**src/rtl/display_pkg.sv**
```systemverilog
`default_nettype none
// +----------------------------------------------------------------------------+
// | display_pkg                                                                |
// | Shared raster-timing defaults, derived total functions and the per-pixel   |
// | control word carried down the scanout pipeline.                            |
// | Rev 1.0 - initial release                                                  |
// +----------------------------------------------------------------------------+
package display_pkg;

  localparam int unsigned c_h_active_def = 640;
  localparam int unsigned c_h_fp_def     = 16;
  localparam int unsigned c_h_sync_def   = 96;
  localparam int unsigned c_h_bp_def     = 48;
  localparam int unsigned c_v_active_def = 480;
  localparam int unsigned c_v_fp_def     = 10;
  localparam int unsigned c_v_sync_def   = 2;
  localparam int unsigned c_v_bp_def     = 33;
  localparam int unsigned c_fb_addr_w_def = 16;

  // Control word that travels alongside each pixel from counter stage to output.
  typedef struct packed {
    logic       active;  // inside the visible raster
    logic       show;    // visible and scanout enabled for this frame
    logic [1:0] k;       // byte lane of the pixel within its fetched word
    logic       hs;      // hsync asserted (logical, before polarity)
    logic       vs;      // vsync asserted (logical, before polarity)
    logic       fs;      // raster pixel (0,0)
    logic       vact;    // line is one of the visible lines
  } pix_ctl_t;

  function automatic int unsigned h_total(input int unsigned act, input int unsigned fp,
                                          input int unsigned sync, input int unsigned bp);
    return act + fp + sync + bp;
  endfunction

  function automatic int unsigned v_total(input int unsigned act, input int unsigned fp,
                                          input int unsigned sync, input int unsigned bp);
    return act + fp + sync + bp;
  endfunction

  // Four pixels are packed per word, so a line must hold whole words.
  function automatic bit h_active_ok(input int unsigned act);
    return (act % 4) == 0;
  endfunction

endpackage
`default_nettype wire

```
**src/rtl/video_timing.sv**
```systemverilog
`default_nettype none
// +----------------------------------------------------------------------------+
// | video_timing                                                               |
// | Horizontal/vertical raster counters and the stage-0 flags derived from     |
// | them.                                                                      |
// | Ports: clk, reset (async, active-low); active, vactive, hsync_on,          |
// |        vsync_on, frame_boundary, frame_first, lane[1:0] (all combinational |
// |        from the counter registers).                                        |
// | Rev 1.0 - initial release                                                  |
// +----------------------------------------------------------------------------+
module video_timing
  import display_pkg::*;
#(
  parameter int unsigned H_ACTIVE = c_h_active_def,
  parameter int unsigned H_FP     = c_h_fp_def,
  parameter int unsigned H_SYNC   = c_h_sync_def,
  parameter int unsigned H_BP     = c_h_bp_def,
  parameter int unsigned V_ACTIVE = c_v_active_def,
  parameter int unsigned V_FP     = c_v_fp_def,
  parameter int unsigned V_SYNC   = c_v_sync_def,
  parameter int unsigned V_BP     = c_v_bp_def
) (
  input  logic       clk,
  input  logic       reset,
  output logic       active,
  output logic       vactive,
  output logic       hsync_on,
  output logic       vsync_on,
  output logic       frame_boundary,
  output logic       frame_first,
  output logic [1:0] lane
);

  localparam int unsigned c_h_total = h_total(H_ACTIVE, H_FP, H_SYNC, H_BP);
  localparam int unsigned c_v_total = v_total(V_ACTIVE, V_FP, V_SYNC, V_BP);
  localparam int          c_hw      = $clog2(c_h_total);
  localparam int          c_vw      = $clog2(c_v_total);

  if (!h_active_ok(H_ACTIVE)) begin : g_h_active_check
    $error("video_timing: H_ACTIVE must be a multiple of 4");
  end

  logic [c_hw-1:0] r_h;
  logic [c_vw-1:0] r_v;
  logic [31:0]     w_h;
  logic [31:0]     w_v;
  logic            w_h_last;
  logic            w_v_last;

  assign w_h      = 32'(r_h);
  assign w_v      = 32'(r_v);
  assign w_h_last = (w_h == c_h_total - 1);
  assign w_v_last = (w_v == c_v_total - 1);

  // Reset parks the raster on the last pixel so the first clock after release
  // is a frame boundary.
  always_ff @(posedge clk or negedge reset) begin
    if (!reset) begin
      r_h <= c_hw'(c_h_total - 1);
      r_v <= c_vw'(c_v_total - 1);
    end else if (w_h_last) begin
      r_h <= '0;
      r_v <= w_v_last ? '0 : r_v + c_vw'(1);
    end else begin
      r_h <= r_h + c_hw'(1);
    end
  end

  assign vactive        = (w_v < V_ACTIVE);
  assign active         = (w_h < H_ACTIVE) && vactive;
  assign hsync_on       = (w_h >= H_ACTIVE + H_FP) && (w_h < H_ACTIVE + H_FP + H_SYNC);
  assign vsync_on       = (w_v >= V_ACTIVE + V_FP) && (w_v < V_ACTIVE + V_FP + V_SYNC);
  assign frame_boundary = w_h_last && w_v_last;
  assign frame_first    = (w_h == 0) && (w_v == 0);
  // H_ACTIVE is word aligned, so the low counter bits are the byte lane.
  assign lane           = r_h[1:0];

endmodule
`default_nettype wire

```
**src/rtl/fb_scanout.sv**
```systemverilog
`default_nettype none
// +----------------------------------------------------------------------------+
// | fb_scanout                                                                 |
// | Display scanout: fetches packed 8-bit indices from the framebuffer, looks  |
// | them up in the palette and drives registered RGB/DE/sync, 3-cycle latency. |
// | Ports: clk, reset (async, active-low), enable, fb_base  -> frame config    |
// |        fb_rd_en/fb_rd_addr/fb_rd_data                   -> framebuffer rd  |
// |        pal_rd_addr/pal_rd_data                          -> palette rd      |
// |        rgb, de, hsync, vsync                            -> video PHY       |
// |        frame_start, vblank                              -> status          |
// | Rev 1.0 - initial release                                                  |
// +----------------------------------------------------------------------------+
module fb_scanout
  import display_pkg::*;
#(
  parameter int unsigned H_ACTIVE  = c_h_active_def,
  parameter int unsigned H_FP      = c_h_fp_def,
  parameter int unsigned H_SYNC    = c_h_sync_def,
  parameter int unsigned H_BP      = c_h_bp_def,
  parameter int unsigned V_ACTIVE  = c_v_active_def,
  parameter int unsigned V_FP      = c_v_fp_def,
  parameter int unsigned V_SYNC    = c_v_sync_def,
  parameter int unsigned V_BP      = c_v_bp_def,
  parameter bit          SYNC_POL  = 1'b0,
  parameter int unsigned FB_ADDR_W = c_fb_addr_w_def
) (
  input  logic                 clk,
  input  logic                 reset,
  input  logic                 enable,
  input  logic [FB_ADDR_W-1:0] fb_base,
  output logic                 fb_rd_en,
  output logic [FB_ADDR_W-1:0] fb_rd_addr,
  input  logic [31:0]          fb_rd_data,
  output logic [7:0]           pal_rd_addr,
  input  logic [31:0]          pal_rd_data,
  output logic [23:0]          rgb,
  output logic                 de,
  output logic                 hsync,
  output logic                 vsync,
  output logic                 frame_start,
  output logic                 vblank
);

  logic                 w_active;
  logic                 w_vactive;
  logic                 w_hs_on;
  logic                 w_vs_on;
  logic                 w_boundary;
  logic                 w_first;
  logic [1:0]           w_lane;
  logic [FB_ADDR_W-1:0] r_addr;
  logic                 r_en_q;
  logic                 w_fetch;
  pix_ctl_t             w_s0;
  pix_ctl_t             r_s1;
  pix_ctl_t             r_s2;
  logic [31:0]          r_hold;
  logic [31:0]          w_word;
  logic                 w_unused;

  video_timing #(
    .H_ACTIVE (H_ACTIVE),
    .H_FP     (H_FP),
    .H_SYNC   (H_SYNC),
    .H_BP     (H_BP),
    .V_ACTIVE (V_ACTIVE),
    .V_FP     (V_FP),
    .V_SYNC   (V_SYNC),
    .V_BP     (V_BP)
  ) u_timing (
    .clk            (clk),
    .reset          (reset),
    .active         (w_active),
    .vactive        (w_vactive),
    .hsync_on       (w_hs_on),
    .vsync_on       (w_vs_on),
    .frame_boundary (w_boundary),
    .frame_first    (w_first),
    .lane           (w_lane)
  );

  // S0: one word read per four visible pixels while the frame is enabled.
  assign w_fetch    = w_active && r_en_q && (w_lane == 2'd0);
  assign fb_rd_en   = w_fetch;
  assign fb_rd_addr = r_addr;

  // Base and enable are only taken at the frame boundary, so a page flip or
  // disable issued mid-frame cannot tear the frame being scanned.
  always_ff @(posedge clk or negedge reset) begin
    if (!reset) begin
      r_addr <= '0;
      r_en_q <= 1'b0;
    end else if (w_boundary) begin
      r_addr <= fb_base;
      r_en_q <= enable;
    end else if (w_fetch) begin
      r_addr <= r_addr + FB_ADDR_W'(1);
    end
  end

  always_comb begin
    w_s0        = '0;
    w_s0.active = w_active;
    w_s0.show   = w_active && r_en_q;
    w_s0.k      = w_lane;
    w_s0.hs     = w_hs_on;
    w_s0.vs     = w_vs_on;
    w_s0.fs     = w_first;
    w_s0.vact   = w_vactive;
  end

  // S1/S2 control delay; the lane-0 word is held for the next three pixels.
  always_ff @(posedge clk or negedge reset) begin
    if (!reset) begin
      r_s1   <= '0;
      r_s2   <= '0;
      r_hold <= '0;
    end else begin
      r_s1 <= w_s0;
      r_s2 <= r_s1;
      if (r_s1.show && (r_s1.k == 2'd0)) begin
        r_hold <= fb_rd_data;
      end
    end
  end

  // S1: lane 0 uses the word arriving this cycle, later lanes the held copy.
  always_comb begin
    w_word      = (r_s1.k == 2'd0) ? fb_rd_data : r_hold;
    pal_rd_addr = 8'h00;
    if (r_s1.show) begin
      case (r_s1.k)
        2'd0:    pal_rd_addr = w_word[7:0];
        2'd1:    pal_rd_addr = w_word[15:8];
        2'd2:    pal_rd_addr = w_word[23:16];
        default: pal_rd_addr = w_word[31:24];
      endcase
    end
  end

  // S3: registered outputs; sync polarity applied here.
  always_ff @(posedge clk or negedge reset) begin
    if (!reset) begin
      rgb         <= 24'h000000;
      de          <= 1'b0;
      hsync       <= ~SYNC_POL;
      vsync       <= ~SYNC_POL;
      frame_start <= 1'b0;
      vblank      <= 1'b1;
    end else begin
      rgb         <= r_s2.show ? pal_rd_data[23:0] : 24'h000000;
      de          <= r_s2.active;
      hsync       <= r_s2.hs ? SYNC_POL : ~SYNC_POL;
      vsync       <= r_s2.vs ? SYNC_POL : ~SYNC_POL;
      frame_start <= r_s2.fs;
      vblank      <= ~r_s2.vact;
    end
  end

  // Palette alpha byte and the stage-2 lane are carried but not needed.
  assign w_unused = ^{pal_rd_data[31:24], r_s2.k};

endmodule
`default_nettype wire

```
**config.mk**
```make
export PLATFORM = sky130hd
export DESIGN_NAME = fb_scanout
export DESIGN_NICKNAME = d
export VERILOG_FILES = /design/src/rtl/display_pkg.sv /design/src/rtl/video_timing.sv /design/src/rtl/fb_scanout.sv
export SDC_FILE = /design/constraint.sdc
export NUM_CORES = 1
export LEC_CHECK = 0
export CORE_ASPECT_RATIO = 1.25
export CORE_MARGIN = 2
export CORE_UTILIZATION = 55
export CTS_BUF_LIST = sky130_fd_sc_hd__clkbuf_4
export DETAILED_ROUTE_END_ITERATION = 6
export DONT_BUFFER_PORTS = 1
export GPL_TIMING_DRIVEN = 0
export PLACE_DENSITY = 0.7
export RECOVER_POWER = 100
export REMOVE_ABC_BUFFERS = 1
export SETUP_SLACK_MARGIN = 0.05
export SLEW_MARGIN = 15
export SYNTH_ARGS = -nofsm -noshare
export SYNTH_HDL_FRONTEND = slang
export SYNTH_HIERARCHICAL = 1
export SYNTH_SLANG_ARGS = --single-unit
```
**constraint.sdc**
```tcl
create_clock -name clk -period 6.55 [get_ports clk]
set_input_delay 0.655 -clock clk [delete_from_list [all_inputs] [get_ports clk]]
set_output_delay 0.655 -clock clk [all_outputs]
set_load 0.05 [all_outputs]
```
Word level (Yosys, flattened, before mapping)
Index checks and enable logic that the tools add are counted.
{ "word_totals": {"regBits": 112, "latchBits": 0, "mem_bits_rw": 0, "rom_bits": 0, "inputBits": 83, "output_inout_bits": 54, "word_cells": 61, "n_memories": 0} }
{ "op_classes": {"n_addsub": 3, "n_mul": 0, "div": 0, "order_cmp": 6, "eq_ne": 4, "shift": 0, "muxes": 10, "n_bitwise": 1, "n_reduce_logical": 13} }
{ "ops": {"columns": ["op", "n"], "rows": [
  ["32-bit zero test", 2],
  ["16-bit 2-to-1 mux", 2],
  ["32-bit 2-to-1 mux", 1],
  ["24-bit 2-to-1 mux", 1],
  ["8-bit one-hot mux with 3 select lines", 1],
  ["10-bit by 1-bit adder with 10-bit output (second input constant)", 2],
  ["10-bit == test (second input constant)", 2],
  ["10-bit < comparator (second input constant)", 2],
  ["10-bit by 9-bit < comparator with 1-bit output (second input constant)", 2],
  ["10-bit 2-to-1 mux", 2],
  ["16-bit by 1-bit adder with 16-bit output (second input constant)", 1],
  ["10-bit greater-or-equal comparator (second input constant)", 1],
  ["10-bit by 9-bit greater-or-equal comparator with 1-bit output (second input constant)", 1],
  ["1-bit logical AND", 8],
  ["8-bit 2-to-1 mux", 1],
  ["2-bit zero test", 2],
  ["2-bit by 1-bit == test with 1-bit output (second input constant)", 1],
  ["2-bit == test (second input constant)", 1],
  ["1-bit 2-to-1 mux", 2],
  ["2-bit nonzero test", 1],
  ["1-bit inverter", 1]
]} }

Logic depth before layout (Yosys ltp)
Gate-level depths: netlist of run 1.
{ "logic_depth": {"word_depth": 6, "mapped_depth": 9, "depth_no_buf": 9} }

Hierarchy
The synthesis of run 1 kept the hierarchy.
{ "modules_own_cells": {"columns": ["mod", "instances", "cells_per_inst", "area_per_inst_um2", "seq_area_each_um2"], "rows": [
  ["fb_scanout", 1, 248, 3353.2, 2105.8],
  ["video_timing", 1, 124, 1188.6, 513.0]
]} }

Worst setup path after synthesis of run 1
Ideal clock, no wire load.
{ "synth_path": {"kind": "register to register", "startpoint": "register u_timing.r_v[5]", "endpoint": "register r_addr[14] (netlist: fb_rd_addr[14])", "setup_ns": 0.082, "arrival_time_ns": 2.368, "required_ns": 6.468, "path_slack_ns": 4.100, "path_stages_with_launch": 9, "n_path_buf": 0, "period_less_slack_ns": 2.450, "cell_sequence": "dfrtp_1 and3_1 and2_1 nor2_1 and2_1 nand4bb_4 or4_4 or4_1 a31oi_1"} }
{ "synth_rtl": {"columns": ["element", "line", "text"], "rows": [
  ["start: declaration", "video_timing.sv:44", "logic [c_vw-1:0] r_v;"],
  ["start signal: assignment", "video_timing.sv:60", "r_v <= c_vw'(c_v_total - 1);"],
  ["start signal: assignment", "video_timing.sv:63", "r_v <= w_v_last ? '0 : r_v + c_vw'(1);"],
  ["end signal: assignment", "fb_scanout.sv:94", "r_addr <= fb_base;"],
  ["end signal: assignment", "fb_scanout.sv:97", "r_addr <= r_addr + FB_ADDR_W'(1);"],
  ["end: declaration", "fb_scanout.sv:51", "logic [FB_ADDR_W-1:0] r_addr;"]
]} }

Worst setup path after layout of run 1
{ "layout_path": {"startpoint": "register u_timing.r_h[0]", "endpoint": "register r_addr[9] (netlist: fb_rd_addr[9])"} }
{ "layout_between": {"elab_cells_between_ends": 9, "classes_between": "order compare: 1; eq/ne: 1; mux: 1; reduce/logical: 6"} }
{ "layout_rtl": {"columns": ["element", "line", "text"], "rows": [
  ["start: declaration", "video_timing.sv:43", "logic [c_hw-1:0] r_h;"],
  ["start signal: assignment", "video_timing.sv:59", "r_h <= c_hw'(c_h_total - 1);"],
  ["start signal: assignment", "video_timing.sv:65", "r_h <= r_h + c_hw'(1);"],
  ["10-bit == test (*)", "video_timing.sv:52", "assign w_h_last = (w_h == c_h_total - 1);"],
  ["1-bit logical AND (*)", "video_timing.sv:73", "assign frame_boundary = w_h_last && w_v_last;"],
  ["named net w_boundary", "fb_scanout.sv:48", "logic w_boundary;"],
  ["16-bit 2-to-1 mux / 2-bit nonzero test (equally long branches)", null, null]
]} }
The timed path passes the listed nets; every way through them passes the cells marked *.
A chain may end at the register's enable or synchronous reset.

==> out/qor.yml, run 1 <==
outcome: "finished, final reports clean"
io_pins: 137
maxCapViolCount: 0
required_ps: 6890
htreeDepth: 3
hp-class: "in -> async"
vias: 2765
seq_area_frac_synth_pct: 57.7
critPathCaptureType: "flop"
ys.flop_type: "dfrtp_1"
drive_above_1_share_pct: 16.0
wl_per_cell_um: 16.8
grt_setup_unrepaired: "no"
rows: 37
grt_max_degree: 92
cp_data_arrival_time_ps: 3730
power.density_mw_per_mm2: 210
postSynthAreaPerCell_um2: 12.2
routed_wirelength_um: 7920
finalPower_mw: 0.983
antenna_found_initial: 0
cp_top_family: "simple AND/OR/NAND/NOR gates"
tns_ps: 0
cts-root-buf: "clkbuf_4"
track_usage_pct: 18.4
ys_warn_count: 6
place.gp.congestion: 0.775
die_w_um: 85.3
cp_max_fo: 18
via_per_inst: 5.87
mostFrequentLayoutCell: "dfrtp_1"
cp_slowest_cell: "nor2_1"
synth_seq_cells: 104
path_buf_inv: 1
maxSlewHeadroom_pct: 39.3
yosysUniqueCellTypes: 44
skew_ps: 8.33
start_util_pct: 55.7
worstSetupPathType: "reg -> reg"
coreArea_mm2: 0.00815
async_flop_share_pct: 100
area.growth.synth_to_final_pct: 3.14
drv_slew: 0
clk_path_buf_depth: 2
cts_setup_buffers: 0
cts_buffers: 9
min_period_ps: 3390
vdd_drop_max_v: 0.000143
nets: 457
grt_overflow: 0
critPathLaunchType: "flop"
first_iter_violations: 165
dpl.hpwl_um: 5490
postRouteAntennaNets: 0
cts.clk_slew.worst_paths_ps: 150
cts_hold_buf: 2
syn_area_mm2: 0.00454
num_antenna_cells: 0
fill_cells: 698
first_global_vias: 2691
setup_viol: 0
final_cell_mix: "91 x dfrtp_1, 26 x nand2_1, 25 x mux2_2"
dieArea_mm2: 0.00901
first_pass_iters: 4
cts_tree: "yes"
fp.dieH_um: 106
dp_slack_ps: 3860
p_leak_nw: 2.00
synthCells: 372
slowest_delay_ps: 780
final.period_utilization_pct: 51.8
route.detailed.drc: 0
worstPathCellList: "ha_1 -> and4_1 -> nand4_1 -> nor2_1 -> clkbuf_1 -> nor2b_1 -> a221o_1"
cts_resized: 0
synth_edf_count: 0
max_freq_ghz: 0.295
portBuffers: 0
worstSkewPairLatency_ps: 430
tightest_slew_ps: 907
clock-sinks: 104
grt_pass1_wl_um: 13100
hold_viol: 0
worst_slack_ps: 3160
-- per-layer routing --
| metal | vias up | global-route usage (%) | part of all wire (%) |
|---|---|---|---|
| met4 | 0 | 7.03 | 1.5 |
| met3 | 11 | 6.42 | 7.5 |
| met5 | - | 0 | 0 |
| li1 | 1281 | - | - |
| met2 | 91 | 29.6 | 50 |
| met1 | 1382 | 22.9 | 41 |
-- power by group --
| part | internal [mW] | total [mW] | leakage (nW) | switching [mW] |
|---|---|---|---|---|
| combinational | 0.00559 | 0.0187 | 0.628 | 0.0131 |
| clock | 0.118 | 0.318 | 0.0762 | 0.200 |
| sequential | 0.643 | 0.646 | 1.30 | 0.00307 |
| total | 0.766 | 0.983 | 2.00 | 0.217 |
-- sequential cells by signal, indices dropped and copies added, names as in the netlist --
name,count
r_hold,24
rgb,24
fb_rd_addr,16
u_timing/r_h,10
u_timing/r_v,10
r_s1,8
r_s2,6
de,1
frame_start,1
hsync,1
r_en_q,1
vblank,1
vsync,1
-- final timing paths --
| path | to | slack (ps) | start | cells after the start |
|---|---|---|---|---|
| max | fb_rd_addr[9] | 3160 | u_timing/r_h[0] | 7 |
| min | rgb[7] | 110 | reset | 1 |
| max reg2reg | fb_rd_addr[9] | 3160 | u_timing/r_h[0] | 7 |
| min reg2reg | r_s2[7] | 360 | r_s1[7] | 0 |
| max in group asynchronous | vsync | 5650 | reset | 1 |
| min in group clk | fb_rd_addr[2] | 330 | fb_base[2] | 2 |
-- synthesized netlist by cell type (all sizes together) (4+ instances only) --
| library cell | n | share of area, % |
|---|---|---|
| mux4 | 8 | 4.0 |
| or4 | 5 | 0.91 |
| a21oi | 4 | 0.44 |
| mux2 | 25 | 6.2 |
| nor2 | 16 | 1.3 |
| inv | 12 | 0.99 |
| nor3 | 8 | 0.88 |
| ha | 5 | 1.4 |
| o21ai | 17 | 1.9 |
| and3 | 4 | 0.58 |
| a31oi | 4 | 0.55 |
| and2 | 36 | 5.0 |
| xor2 | 7 | 1.3 |
| clkbuf | 8 | 0.66 |
| buf | 12 | 2.2 |
| nand2 | 26 | 2.1 |
| dfrtp | 91 | 50 |
| nand3 | 19 | 2.2 |
| nor4 | 5 | 1.0 |
| nor2b | 4 | 0.55 |
| dfstp | 13 | 7.5 |
| nand4 | 10 | 1.5 |
| xnor2 | 13 | 2.5 |
-- final cells by class --
class	count	area (µm²)	area share (%)
Sequential cell	104	2620	55.9
Multi-Input combinational cell	235	1700	36.3
Tap cell	97	121	2.59
Clock inverter	7	68.8	1.47
Clock buffer	9	67.6	1.44
Timing Repair Buffer	6	58.8	1.26
Inverter	13	48.8	1.04
-- metrics by stage --
stage	utilization, %	std cells	hold WS (ps)	cell area (µm²)
floorplan	-	352	331	4410
global placement	55.6	449	332	4530
detailed placement	56.0	452	335	4570
CTS	58.2	470	1.84	4740
global route	57.5	471	73.6	4680
finish	57.5	471	107	4680
-- cell families after synthesis --
logic type	share of synthesized area (%)
muxes	10.8
xor gates and xnor gates	3.86
buffers and inverters	3.97
DFF	57.7
AOI/OAI and AO/OA	3.91
adders and majority gates	1.38
and+or+nand+nor	18.4
-- worst register-to-register path, delay by kind of cell, from the launching register on --
kind                     cells  cell delay [ps]
flip-flops                   1              660
AND/OR/NAND/NOR              4             1460
adder cells (fa/ha/maj)      1              280
AO/OA/AOI/OAI                1              330
buffers and inverters        1              580
(Power assumes the default switching activity.)
==> inputs of run 2 (changes only) <==
PLACE_DENSITY = 0.73   (was 0.7)
clock period = 2.75 ns   (was 6.55 ns; I/O delays follow)
==> out/qor.yml, run 2 (synthesized netlist as in run 1, its figures left out) <==
cp_max_fo: 5  # was 18
cp_data_arrival_time_ps: 2990  # was 3730 ps
outcome: "finished, final reports clean"  # unchanged
antenna_found_initial: 1  # was 0
coreArea_mm2: 0.00815  # unchanged
cts.clk_slew.worst_paths_ps: 170  # was 150 ps
maxCapViolCount: 0  # unchanged
grt_pass1_wl_um: 15100  # was 13100 µm
fill_cells: 611  # was 698
io_pins: 137  # unchanged
final_cell_mix: "90 x dfrtp_1, 66 x dlygate4sd3_1, 26 x nand2_1"  # was 91 x dfrtp_1, 26 x nand2_1, 25 x mux2_2
die_w_um: 85.3  # unchanged
area.growth.synth_to_final_pct: 18.5  # was 3.14%
via_per_inst: 5.69  # was 5.87
critPathCaptureType: "flop"  # unchanged
worstSetupPathType: "reg -> reg"  # unchanged
vias: 3062  # was 2765
first_iter_violations: 250  # was 165
route.detailed.drc: 0  # unchanged
hp-class: "reg -> reg"  # was in -> async
cts-root-buf: "clkbuf_4"  # unchanged
grt_overflow: 0  # unchanged
max_freq_ghz: 0.385  # was 0.295 GHz
rows: 37  # unchanged
track_usage_pct: 21.5  # was 18.4%
dpl.hpwl_um: 5530  # was 5490 µm
tightest_slew_ps: 1350  # was 907 ps
place.gp.congestion: 0.812  # was 0.775
portBuffers: 0  # unchanged
power.density_mw_per_mm2: 457  # was 210 mW/mm²
postRouteAntennaNets: 0  # unchanged
fp.dieH_um: 106  # unchanged
vdd_drop_max_v: 0.000381  # was 0.000143 V
critPathLaunchType: "flop"  # unchanged
place_area_mm2: 0.00457  # about the same
grt_setup_unrepaired: "no"  # unchanged
hold_viol: 0  # unchanged
wl_per_cell_um: 17.4  # was 16.8 µm
cts_tree: "yes"  # unchanged
postLayoutCellArea_mm2: 0.00538  # was 0.00468 mm²
drv_slew: 0  # unchanged
worstSkewPairLatency_ps: 460  # was 430 ps
nets: 523  # was 457
htreeDepth: 3  # unchanged
grt_max_degree: 105  # was 92
first_pass_iters: 4  # unchanged
clk_path_buf_depth: 2  # unchanged
p_leak_nw: 2.29  # was 2.00 nW
drive_above_1_share_pct: 15.7  # was 16.0%
min_period_ps: 2600  # was 3390 ps
whs_ps: 358  # was 107 ps
routed_wirelength_um: 9350  # was 7920 µm
start_util_pct: 55.7  # unchanged
setup_viol: 0  # unchanged
cts_buffers: 9  # unchanged
mostFrequentLayoutCell: "dfrtp_1"  # unchanged
final_util_pct: 66.1  # was 57.5%
maxSlewHeadroom_pct: 10.2  # was 39.3%
skew_ps: 15.7  # was 8.33 ps
final.period_utilization_pct: 94.4  # was 51.8%
clock-sinks: 104  # unchanged
first_global_vias: 3124  # was 2691
required_ps: 3150  # was 6890 ps
dieArea_mm2: 0.00901  # unchanged
## run 2: cell types whose count changed in the layout (fill, tap and decap cells not counted), sizes merged
cell	delta
buf	+2
inv	-1
dlygate4sd3	+64
clkinv	-1
diode	+1
clkinvlp	+2
## run 2: report_power, final
group          leakage [nW]  switching [mW]  internal, mW
sequential             1.30         0.00753          1.53
combinational         0.922          0.0449        0.0702
clock                0.0721           0.518         0.285
## run 2: routing by layer
layer  GRT usage [%]  vias up  part of all wire [%]
met3            4.54       16                   4.9
met1            25.5     1533                    40
li1                -     1419                     -
met5               0        -                     0
met2            37.2       94                    53
met4            9.52        0                   2.3
## run 2: critical path, cell delays in order, from the launching register on
cell and delay, ps:
dfrtp_2 460, and3_1 210, and2_0 190, nor2_2 110, and2_4 180, nand4bb_4 150
or4_4 580, or4_1 480, a31oi_1 170
## run 2: final timing paths
| path | to | depth (start not counted) | startpoint | slack [ps] |
|---|---|---|---|---|
| worst max-delay path | fb_rd_addr[14] | 8 | u_timing/r_v[5] | 150 |
| worst min-delay path | de | 0 | r_s2[7] | 360 |
| max in group asynchronous | u_timing/r_v[5] | 2 | reset | 1180 |
| worst max register to register | fb_rd_addr[14] | 8 | u_timing/r_v[5] | 150 |
| worst min register to register | de | 0 | r_s2[7] | 360 |
| min in group asynchronous | rgb[16] | 2 | reset | 650 |
## run 2: through the flow
step	power (mW)	TNS, ps	cells	setup slack [ps]
2_1_floorplan	1.58	-4680	352	-194
3_3_place_gp	1.58	-30000	449	-965
3_5_place_dp	1.58	0	452	62.9
4_1_cts	2.48	0	535	87.6
5_1_grt	2.56	0	538	34.9
6_report	2.46	0	538	155
## run 2: repair_timing
action,4_1_cts,5_1_grt
pin swaps,0,1
endpoints found under the hold margin,169,0
cloned,0,0
hold buffers,67,0
buffers inserted,0,2
gates resized for setup,2,4
endpoints found under the setup margin,3,6
## run 2: cell type report
type | instances | area (µm²) | area share, %
antenna | 1 | 2.50 | 0.0465
clock buffer | 9 | 67.6 | 1.26
clock inverter | 7 | 77.6 | 1.44
sequential | 104 | 2620 | 48.7
inverter | 13 | 48.8 | 0.907
timing repair buffer | 72 | 706 | 13.1
multi-input combinational | 235 | 1740 | 32.3
tap | 97 | 121 | 2.25
==> inputs of run 3 (changes only) <==
==> constraint.sdc (replaced) <==
create_clock -name clk -period 2.75 [get_ports clk]
set_input_delay 0.4125 -clock clk [delete_from_list [all_inputs] [get_ports clk]]
set_output_delay 0.4125 -clock clk [all_outputs]
set_load 0.05 [all_outputs]
==> out/qor.yml, run 3 (synthesized netlist as in run 1, its figures left out) <==
outcome: "finished, final reports clean"  # unchanged
routed_wirelength_um: 7890  # was 9350 µm
p_switching_mw: 0.533  # was 0.570 mW
grt.busiest_layer: "met2"  # unchanged
mostFrequentLayoutCell: "dfrtp_1"  # unchanged
vias: 2769  # was 3062
hp-class: "in -> reg"  # was reg -> reg
coreArea_mm2: 0.00815  # unchanged
clock-sinks: 104  # unchanged
p_leak_nw: 2.03  # was 2.29 nW
start_util_pct: 55.7  # unchanged
drive_above_1_share_pct: 18.9  # was 15.7%
clk_path_buf_depth: 2  # unchanged
critPathLaunchType: "flop"  # unchanged
pwr-share-seq_pct: 65.3  # was 62.6%
dpl.hpwl_um: 5530  # unchanged
cts.clk_slew.worst_paths_ps: 150  # was 170 ps
required_ps: 3140  # was 3150 ps
setup_viol: 0  # unchanged
gr-usage-met3_pct: 5.09  # was 4.54%
via_per_inst: 5.85  # was 5.69
final_cell_mix: "91 x dfrtp_1, 26 x nand2_1, 24 x mux2_2"  # was 90 x dfrtp_1, 66 x dlygate4sd3_1, 26 x nand2_1
nets: 458  # was 523
pwr-share-comb_pct: 1.6  # was 4.7%
cp_data_arrival_time_ps: 2980  # was 2990 ps
tightest_slew_ps: 1330  # was 1350 ps
clock_power_share_pct: 33.1  # was 32.7%
rows: 37  # unchanged
worstSetupPathType: "reg -> reg"  # unchanged
drv_slew: 0  # unchanged
fp.dieH_um: 106  # unchanged
hold_viol: 0  # unchanged
portBuffers: 0  # unchanged
first_global_vias: 2745  # was 3124
final.period_utilization_pct: 94.1  # was 94.4%
max_freq_ghz: 0.386  # was 0.385 GHz
final_cells: 473  # was 538
htreeDepth: 3  # unchanged
p_sw_share_pct: 22.6  # was 23.2%
cts_tree: "yes"  # unchanged
area.growth.synth_to_final_pct: 4.27  # was 18.5%
grt_pass1_wl_um: 13000  # was 15100 µm
grt_overflow: 0  # unchanged
whs_ps: 72.8  # was 358 ps
power.density_mw_per_mm2: 498  # was 457 mW/mm²
critPathCaptureType: "flop"  # unchanged
place.gp.congestion: 0.812  # unchanged
die_w_um: 85.3  # unchanged
gr-usage-met2_pct: 30.0  # was 37.2%
maxSlewHeadroom_pct: 11.3  # was 10.2%
wl_per_cell_um: 16.7  # was 17.4 µm
maxCapViolCount: 0  # unchanged
vdd_drop_max_v: 0.000370  # was 0.000381 V
postRouteAntennaNets: 0  # unchanged
antenna_found_initial: 1  # unchanged
grt_max_degree: 105  # unchanged
cts-root-buf: "clkbuf_4"  # unchanged
first_iter_violations: 236  # was 250
cts_buffers: 9  # unchanged
gr-usage-met1_pct: 22.1  # was 25.5%
min_period_ps: 2590  # was 2600 ps
cp_max_fo: 6  # was 5
worstSkewPairLatency_ps: 450  # was 460 ps
track_usage_pct: 18.2  # was 21.5%
route.detailed.drc: 0  # unchanged
first_pass_iters: 4  # unchanged
intPower_mw: 1.83  # was 1.89 mW
grt_setup_unrepaired: "no"  # unchanged
placed_cells: 452  # unchanged
io_pins: 137  # unchanged
skew_ps: 9.84  # was 15.7 ps
dieArea_mm2: 0.00901  # unchanged
[run 3: cell count changes in the layout (fill, tap and decap cells not counted), sizes merged]
cell and delta:
dlygate4sd3 -65
[run 3: cell type report]
class | instances | area, µm²
clock buffers | 9 | 67.6
multi-input cells | 235 | 1740
clock inverters | 7 | 77.6
well taps | 97 | 121
flip-flops and latches | 104 | 2620
inverters | 13 | 48.8
diodes | 1 | 2.50
repair buffers | 7 | 55.1
fillers | 695 | 3410
[run 3: stage by stage]
step	total power, mW	setup TNS, ps	utilization [%]	area [µm²]	worst slack, ps
3_3_place_gp	1.58	-30000	55.6	4530	-965
2_1_floorplan	1.58	-4680	-	4410	-194
4_1_cts	2.41	0	58.4	4760	87.6
6_report	2.36	0	58.1	4740	162
3_5_place_dp	1.58	0	56.1	4570	62.9
5_1_grt	2.47	0	58.1	4740	53.9
[run 3: power groups by stage]
stage | Sequential [mW] | Combinational (mW) | Clock (mW)
floorplan | 1.57 | 0.00870 | 0
global placement | 1.57 | 0.00911 | 0
detailed placement | 1.57 | 0.00940 | 0
CTS | 1.54 | 0.0449 | 0.821
global route | 1.54 | 0.0461 | 0.884
finish | 1.54 | 0.0384 | 0.781
[run 3: worst max-delay path, cell delays in order, from the launching register on]
cell and delay, ps:
dfrtp_1 460, and3_4 210, and2_1 170, nor2_2 100, and2_4 180, nand4bb_4 170
or4_4 580, or4_1 480, a31oi_1 170
[run 3: final timing paths]
path	slack (ps)	cells after the start	from	to
max	160	8	u_timing/r_v[5]	fb_rd_addr[14]
min	70	2	fb_base[4]	fb_rd_addr[4]
max reg2reg	160	8	u_timing/r_v[5]	fb_rd_addr[14]
min reg2reg	370	1	r_s2[3]	hsync
max in group asynchronous	1110	2	reset	fb_rd_addr[2]
min in group asynchronous	830	2	reset	rgb[0]
[run 3: layer usage]
metal	wire (µm)	part of all wire, %
met1	3060	39
met2	4110	52
met3	555	7.0
met4	170	2.2
met5	0	0
[run 3: repair_timing]
action / 4_1_cts / 5_1_grt
endpoints found under the hold margin: 104 / 0
hold buffers: 2 / 0
setup buffers: 0 / 2
setup endpoints to repair: 3 / 7
resized for setup: 2 / 5
pin swaps: 0 / 1
